<file path="src/rtl/gpr_wport_arbiter_pkg.sv">
// gpr_wport_arbiter_pkg
// Shared pipeline definitions used by the GPR write-port arbiter:
//   - GPR index and data widths
//   - arbiter FSM state encoding
package gpr_wport_arbiter_pkg;

  localparam int unsigned GPR_NUM_W  = 5;
  localparam int unsigned GPR_DATA_W = 32;

  typedef enum logic [1:0] {
    ST_IDLE  = 2'd0,
    ST_WAIT  = 2'd1,
    ST_STALL = 2'd2
  } arb_state_e;

endpackage : gpr_wport_arbiter_pkg

</file>
<file path="src/rtl/gpr_wport_arbiter.sv">
// gpr_wport_arbiter
// Shares the single GPR write port between the writeback stage (priority)
// and the multi-cycle MDU (valid/ready). A starvation counter forces a
// one-cycle pipeline stall so a blocked MDU result can retire.
//
// Ports:
//   clock, reset        rising-edge clock, synchronous active-high reset
//   wb_en/wb_num/wb_data      writeback write request
//   md_valid/md_num/md_data   MDU result (held stable until md_ready)
//   md_ready            MDU result accepted this cycle (combinational)
//   stall_req           pipeline must hold and present wb_en=0 (Moore)
//   reg_write/num_write/data_write  register-file write port (combinational)
//   proto_err           sticky: writeback attempted while stall_req=1
module gpr_wport_arbiter
  import gpr_wport_arbiter_pkg::*;
#(
  parameter int unsigned STARVE_LIMIT = 4,
  parameter int unsigned CNT_W        = 3
) (
  input  logic                  clock,
  input  logic                  reset,
  input  logic                  wb_en,
  input  logic [GPR_NUM_W-1:0]  wb_num,
  input  logic [GPR_DATA_W-1:0] wb_data,
  input  logic                  md_valid,
  input  logic [GPR_NUM_W-1:0]  md_num,
  input  logic [GPR_DATA_W-1:0] md_data,
  output logic                  md_ready,
  output logic                  stall_req,
  output logic                  reg_write,
  output logic [GPR_NUM_W-1:0]  num_write,
  output logic [GPR_DATA_W-1:0] data_write,
  output logic                  proto_err
);

  localparam logic [CNT_W-1:0] LIMIT_C = CNT_W'(STARVE_LIMIT);
  localparam logic [CNT_W-1:0] ONE_C   = CNT_W'(1);
  localparam logic [CNT_W-1:0] ZERO_C  = CNT_W'(0);

  arb_state_e            state_r;
  arb_state_e            state_nxt_s;
  logic [CNT_W-1:0]      cnt_r;
  logic [CNT_W-1:0]      cnt_nxt_s;
  logic [CNT_W-1:0]      cnt_inc_s;
  logic                  proto_err_r;
  logic                  wb_act_s;
  logic                  in_stall_s;
  logic                  wb_sel_s;

  // A write to r0 never occupies the port.
  assign wb_act_s   = wb_en & (wb_num != {GPR_NUM_W{1'b0}});
  assign in_stall_s = (state_r == ST_STALL);
  assign cnt_inc_s  = cnt_r + ONE_C;
  // Data path selects WB only when it actually owns the port.
  assign wb_sel_s   = wb_act_s & ~in_stall_s;

  // Outputs that are state-derived are masked while reset is asserted.
  assign stall_req  = in_stall_s & ~reset;
  assign proto_err  = proto_err_r & ~reset;

  // Next-state and starvation-counter logic.
  always_comb begin
    state_nxt_s = state_r;
    cnt_nxt_s   = cnt_r;
    case (state_r)
      ST_IDLE: begin
        if (md_valid && wb_act_s) begin
          cnt_nxt_s = ONE_C;
          if (STARVE_LIMIT == 1) begin
            state_nxt_s = ST_STALL;
          end else begin
            state_nxt_s = ST_WAIT;
          end
        end else begin
          state_nxt_s = ST_IDLE;
          cnt_nxt_s   = ZERO_C;
        end
      end
      ST_WAIT: begin
        // Dropping md_valid before grant is an MDU fault; just go idle.
        if (!md_valid || !wb_act_s) begin
          state_nxt_s = ST_IDLE;
          cnt_nxt_s   = ZERO_C;
        end else if (cnt_inc_s == LIMIT_C) begin
          state_nxt_s = ST_STALL;
          cnt_nxt_s   = cnt_inc_s;
        end else begin
          state_nxt_s = ST_WAIT;
          cnt_nxt_s   = cnt_inc_s;
        end
      end
      ST_STALL: begin
        state_nxt_s = ST_IDLE;
        cnt_nxt_s   = ZERO_C;
      end
      default: begin
        state_nxt_s = ST_IDLE;
        cnt_nxt_s   = ZERO_C;
      end
    endcase
  end

  // Write-port grant and register-file mux.
  always_comb begin
    md_ready   = 1'b0;
    reg_write  = 1'b0;
    num_write  = md_num;
    data_write = md_data;
    if (wb_sel_s) begin
      num_write  = wb_num;
      data_write = wb_data;
    end else begin
      num_write  = md_num;
      data_write = md_data;
    end
    if (reset) begin
      md_ready  = 1'b0;
      reg_write = 1'b0;
    end else if (in_stall_s) begin
      // MDU owns the port; any concurrent WB write is dropped.
      md_ready  = md_valid;
      reg_write = md_valid & (md_num != {GPR_NUM_W{1'b0}});
    end else if (wb_act_s) begin
      md_ready  = 1'b0;
      reg_write = 1'b1;
    end else if (md_valid) begin
      // r0 result still completes the handshake but writes nothing.
      md_ready  = 1'b1;
      reg_write = (md_num != {GPR_NUM_W{1'b0}});
    end else begin
      md_ready  = 1'b0;
      reg_write = 1'b0;
    end
  end

  // State, counter and sticky protocol-error registers.
  always_ff @(posedge clock) begin
    if (reset) begin
      state_r     <= ST_IDLE;
      cnt_r       <= ZERO_C;
      proto_err_r <= 1'b0;
    end else begin
      state_r <= state_nxt_s;
      cnt_r   <= cnt_nxt_s;
      if (in_stall_s && wb_act_s) begin
        proto_err_r <= 1'b1;
      end
    end
  end

endmodule : gpr_wport_arbiter
</file>
<file path="config.mk">
export PLATFORM = sky130hd
export DESIGN_NAME = gpr_wport_arbiter
export DESIGN_NICKNAME = d
export VERILOG_FILES = /design/src/rtl/gpr_wport_arbiter_pkg.sv /design/src/rtl/gpr_wport_arbiter.sv
export SDC_FILE = /design/constraint.sdc
export NUM_CORES = 1
export LEC_CHECK = 0
export BUFFER_PORTS_ARGS = -buffer_cell sky130_fd_sc_hd__buf_2
export CAP_MARGIN = 40
export CORE_MARGIN = 2
export CORE_UTILIZATION = 31
export DETAILED_ROUTE_END_ITERATION = 10
export GPL_TIMING_DRIVEN = 0
export PLACE_DENSITY = 0.87
export SLEW_MARGIN = 15
export SYNTH_ARGS = -nofsm -noshare
export SYNTH_HDL_FRONTEND = slang
export SYNTH_SLANG_ARGS = --single-unit
</file>
<file path="constraint.sdc">
create_clock -name clock -period 3.5 [get_ports clock]
set_input_delay 0.175 -clock clock [delete_from_list [all_inputs] [get_ports clock]]
set_output_delay 0.175 -clock clock [all_outputs]
set_load 0.02 [all_outputs]
</file>
==> results.toml <==
[outcome]
status = "complete, no violations"

[place]
portBuffers = 118
pre_cts_slack_ns = 1.62
gp_congestion = 0.748
post-dp-hpwl_um = 2490

[worst_setup_path]
r2r_start = "cnt_r[0]"
slowest_delay_ns = 0.39
startpoint_type = "flop"
crit_start = "state_r[0]"
critPathSlowestCell = "dfxtp_1"
path_cells = "nand2b_1 > o211ai_2 > buf_6 > buf_8 > mux2_4 > buf_2"
crit_type = "flop to primary output"
rr_worst_depth = 4
timing.rr.end = "state_r[0]"
end_kind = "primary output"
crit_fanout = 10
arrival_ns = 1.70
r2r_slack_ns = 2.41
required_ns = 3.32

[sta]
worst_slack_ns = 1.62
fin_crit_sh_pct = 53.7
hold_viol_final = 0
skew_ns = 0.000696
tightest_slew_ns = 0.492
period_needed_ns = 1.88
relSlewSlack_pct = 66.8
fmax_mhz = 532
drv_slew = 0
setup_viol = 0
setup_tns_ns = 0
rsz0062_at_grt = "no"

[synthesis]
synth-warning-count = 0
synth_area_um2 = 754
synth_cell_types = 24
yosys.area.top_type = "mux2_2"
netlist_instances = 73
synth.avg_cell_area_um2 = 10.3
ys_ff_latch = 6
syn_nets = 153
yosys.area.top_type_share_pct = 43.3
yosysSeqAreaShare_pct = 15.9
netlist_top_cells_area = "mux2_2, dfxtp_1, mux2_4"

[clocking]
clkLatencyLatePin_ns = 0.24
cts_resized = 0
path_clk_slew_ns = 0.05
cts-root-buf = "clkbuf_4"
cts.htree.levels = 1
cts.sinks = 6
numCtsBuffers = 3
cts_tree = "done"
cts_setup_buffers = 0
postCtsHoldBufs = 0
cts_buffer_depth = 2

[worst_hold_path]
whs_path_depth = 2
hold_end = "proto_err_r"
holdCritPathClass = "primary input to flop"
hp-start = "wb_en"

[grt]
grt_antenna_before_repair = 0
grt_pass1_wl_um = 3840
grtUsageMet1_pct = 19.5
grt_use_met2_pct = 34.2
use_met3_pct = 4.24
grtUsageTotal_pct = 18.4
busiest_layer = "met2"
grt.overflow.total = 0
grt_pass1_vias = 970
grt_start_max_net_pins = 11

[run]
drv_cap = 0

[detailed_routing]
vias_per_cell = 4.82
drt-total-wl_um = 2800
drcViolationCount = 0
drt_iter0_markers = 10
avgRoutedWirePerCell_um = 12.6
final_antenna_net_count = 0
dr.pass1.iters = 2
num_vias = 1069

[power]
cellPowerDensity_nw_per_um2 = 231
p_leak_nw = 0.790
vdd_drop_max_uv = 174
seq_power_share_pct = 21.8
internal-power_mw = 0.203
swShare_pct = 37.3
p_comb_share_pct = 58.5
p_sw_mw = 0.121
p_clk_share_pct = 19.7

[finish]
multi_input_area_um2 = 593
layout_commonest_cell = "buf_2"
nets = 276
diodes = 0
fillCellCount = 222
layout_common_cells = "buf_2, mux2_2, dfxtp_1, a22o_1, nor2_1"
syn2layout_area_growth_pct = 85.9
drive_above_1_share_pct = 83.5
seq_area_um2 = 120

[floorplan]
placementRows = 17
core_area_um2 = 2250
io_pins = 119
die_area_um2 = 2840
die-height_um = 53.3
initial_core_util_pct = 33.5
die_x_um = 53.3
-- critical path: cells and delay by family, from the launching register on --
family	cells	cell delay, ns
muxes	1	0.29
and+or+nand+nor	1	0.18
DFF	1	0.39
AOI/OAI and AO/OA	1	0.13
buffers and inverters	3	0.47
-- layout make-up --
cell class | instances | share of cell area [%]
Buffer | 4 | 2.94
Clock buffer | 3 | 1.61
Multi-Input combinational cell | 63 | 42.3
Sequential cell | 6 | 8.56
Tap cell | 28 | 2.50
Timing Repair Buffer | 118 | 42.1
-- Yosys cell counts, drive strengths merged --
library cell  number
or2                2
a22o               5
o211ai             1
nor2b              2
and3b              1
buf                4
nand3              1
or3                1
nand2b             1
and2               1
nor2               4
nand2              2
mux2              32
o21ai              2
xor2               1
dfxtp              6
nor4bb             1
ha                 2
a31o               1
a21oi              2
or4                1
-- worst max-delay path by stage --
stage,slack (ns),to,cells after the start
after global routing,1.49,data_write[30],6
final,1.62,data_write[30],6
after floorplan,1.96,data_write[28],5
after global placement,1.64,data_write[29],7
after detailed placement,1.62,data_write[30],7
after CTS,1.60,data_write[30],6
-- registers in the layout, indices dropped and copies added, names as in the netlist --
signal       count
proto_err_r      1
cnt_r            3
state_r          2
-- routing by layer --
metal	wire, um	vias up
met2	1420	76
met1	1000	473
met5	0	-
met4	14	0
met3	363	2
li1	-	518
-- cells by family (layout without fill, tap and decap cells) --
group / count (synthesis) / count (layout) / synth area share (%)
mux: 32 / 32 / 49.3
simple gates: 17 / 17 / 13.6
compound gates: 11 / 11 / 11.3
flops: 6 / 6 / 15.9
buf+inv: 4 / 125 / 5.47
fa+ha+maj: 2 / 2 / 3.32
xor+xnor: 1 / 1 / 1.16
-- power by group through the flow --
stage	combinational, mW	clock, mW	sequential (mW)
6_report	0.189	0.0639	0.0706
5_1_grt	0.203	0.0765	0.0706
4_1_cts	0.191	0.0668	0.0705
3_5_place_dp	0.191	0	0.0718
3_3_place_gp	0.187	0	0.0717
2_1_floorplan	0.109	0	0.0715
-- per-stage QoR --
stage | power, mW | instance area [um2] | instances | hold WS, ns | utilization, %
global placement | 0.259 | 1380 | 219 | 0.457 | 61.2
CTS | 0.329 | 1400 | 222 | 0.207 | 62.2
global route | 0.350 | 1400 | 222 | 0.211 | 62.2
detailed placement | 0.262 | 1380 | 219 | 0.464 | 61.2
finish | 0.324 | 1400 | 222 | 0.217 | 62.2
floorplan | 0.180 | 754 | 73 | 0.321 | -
Power figures use the tool's default switching activity.
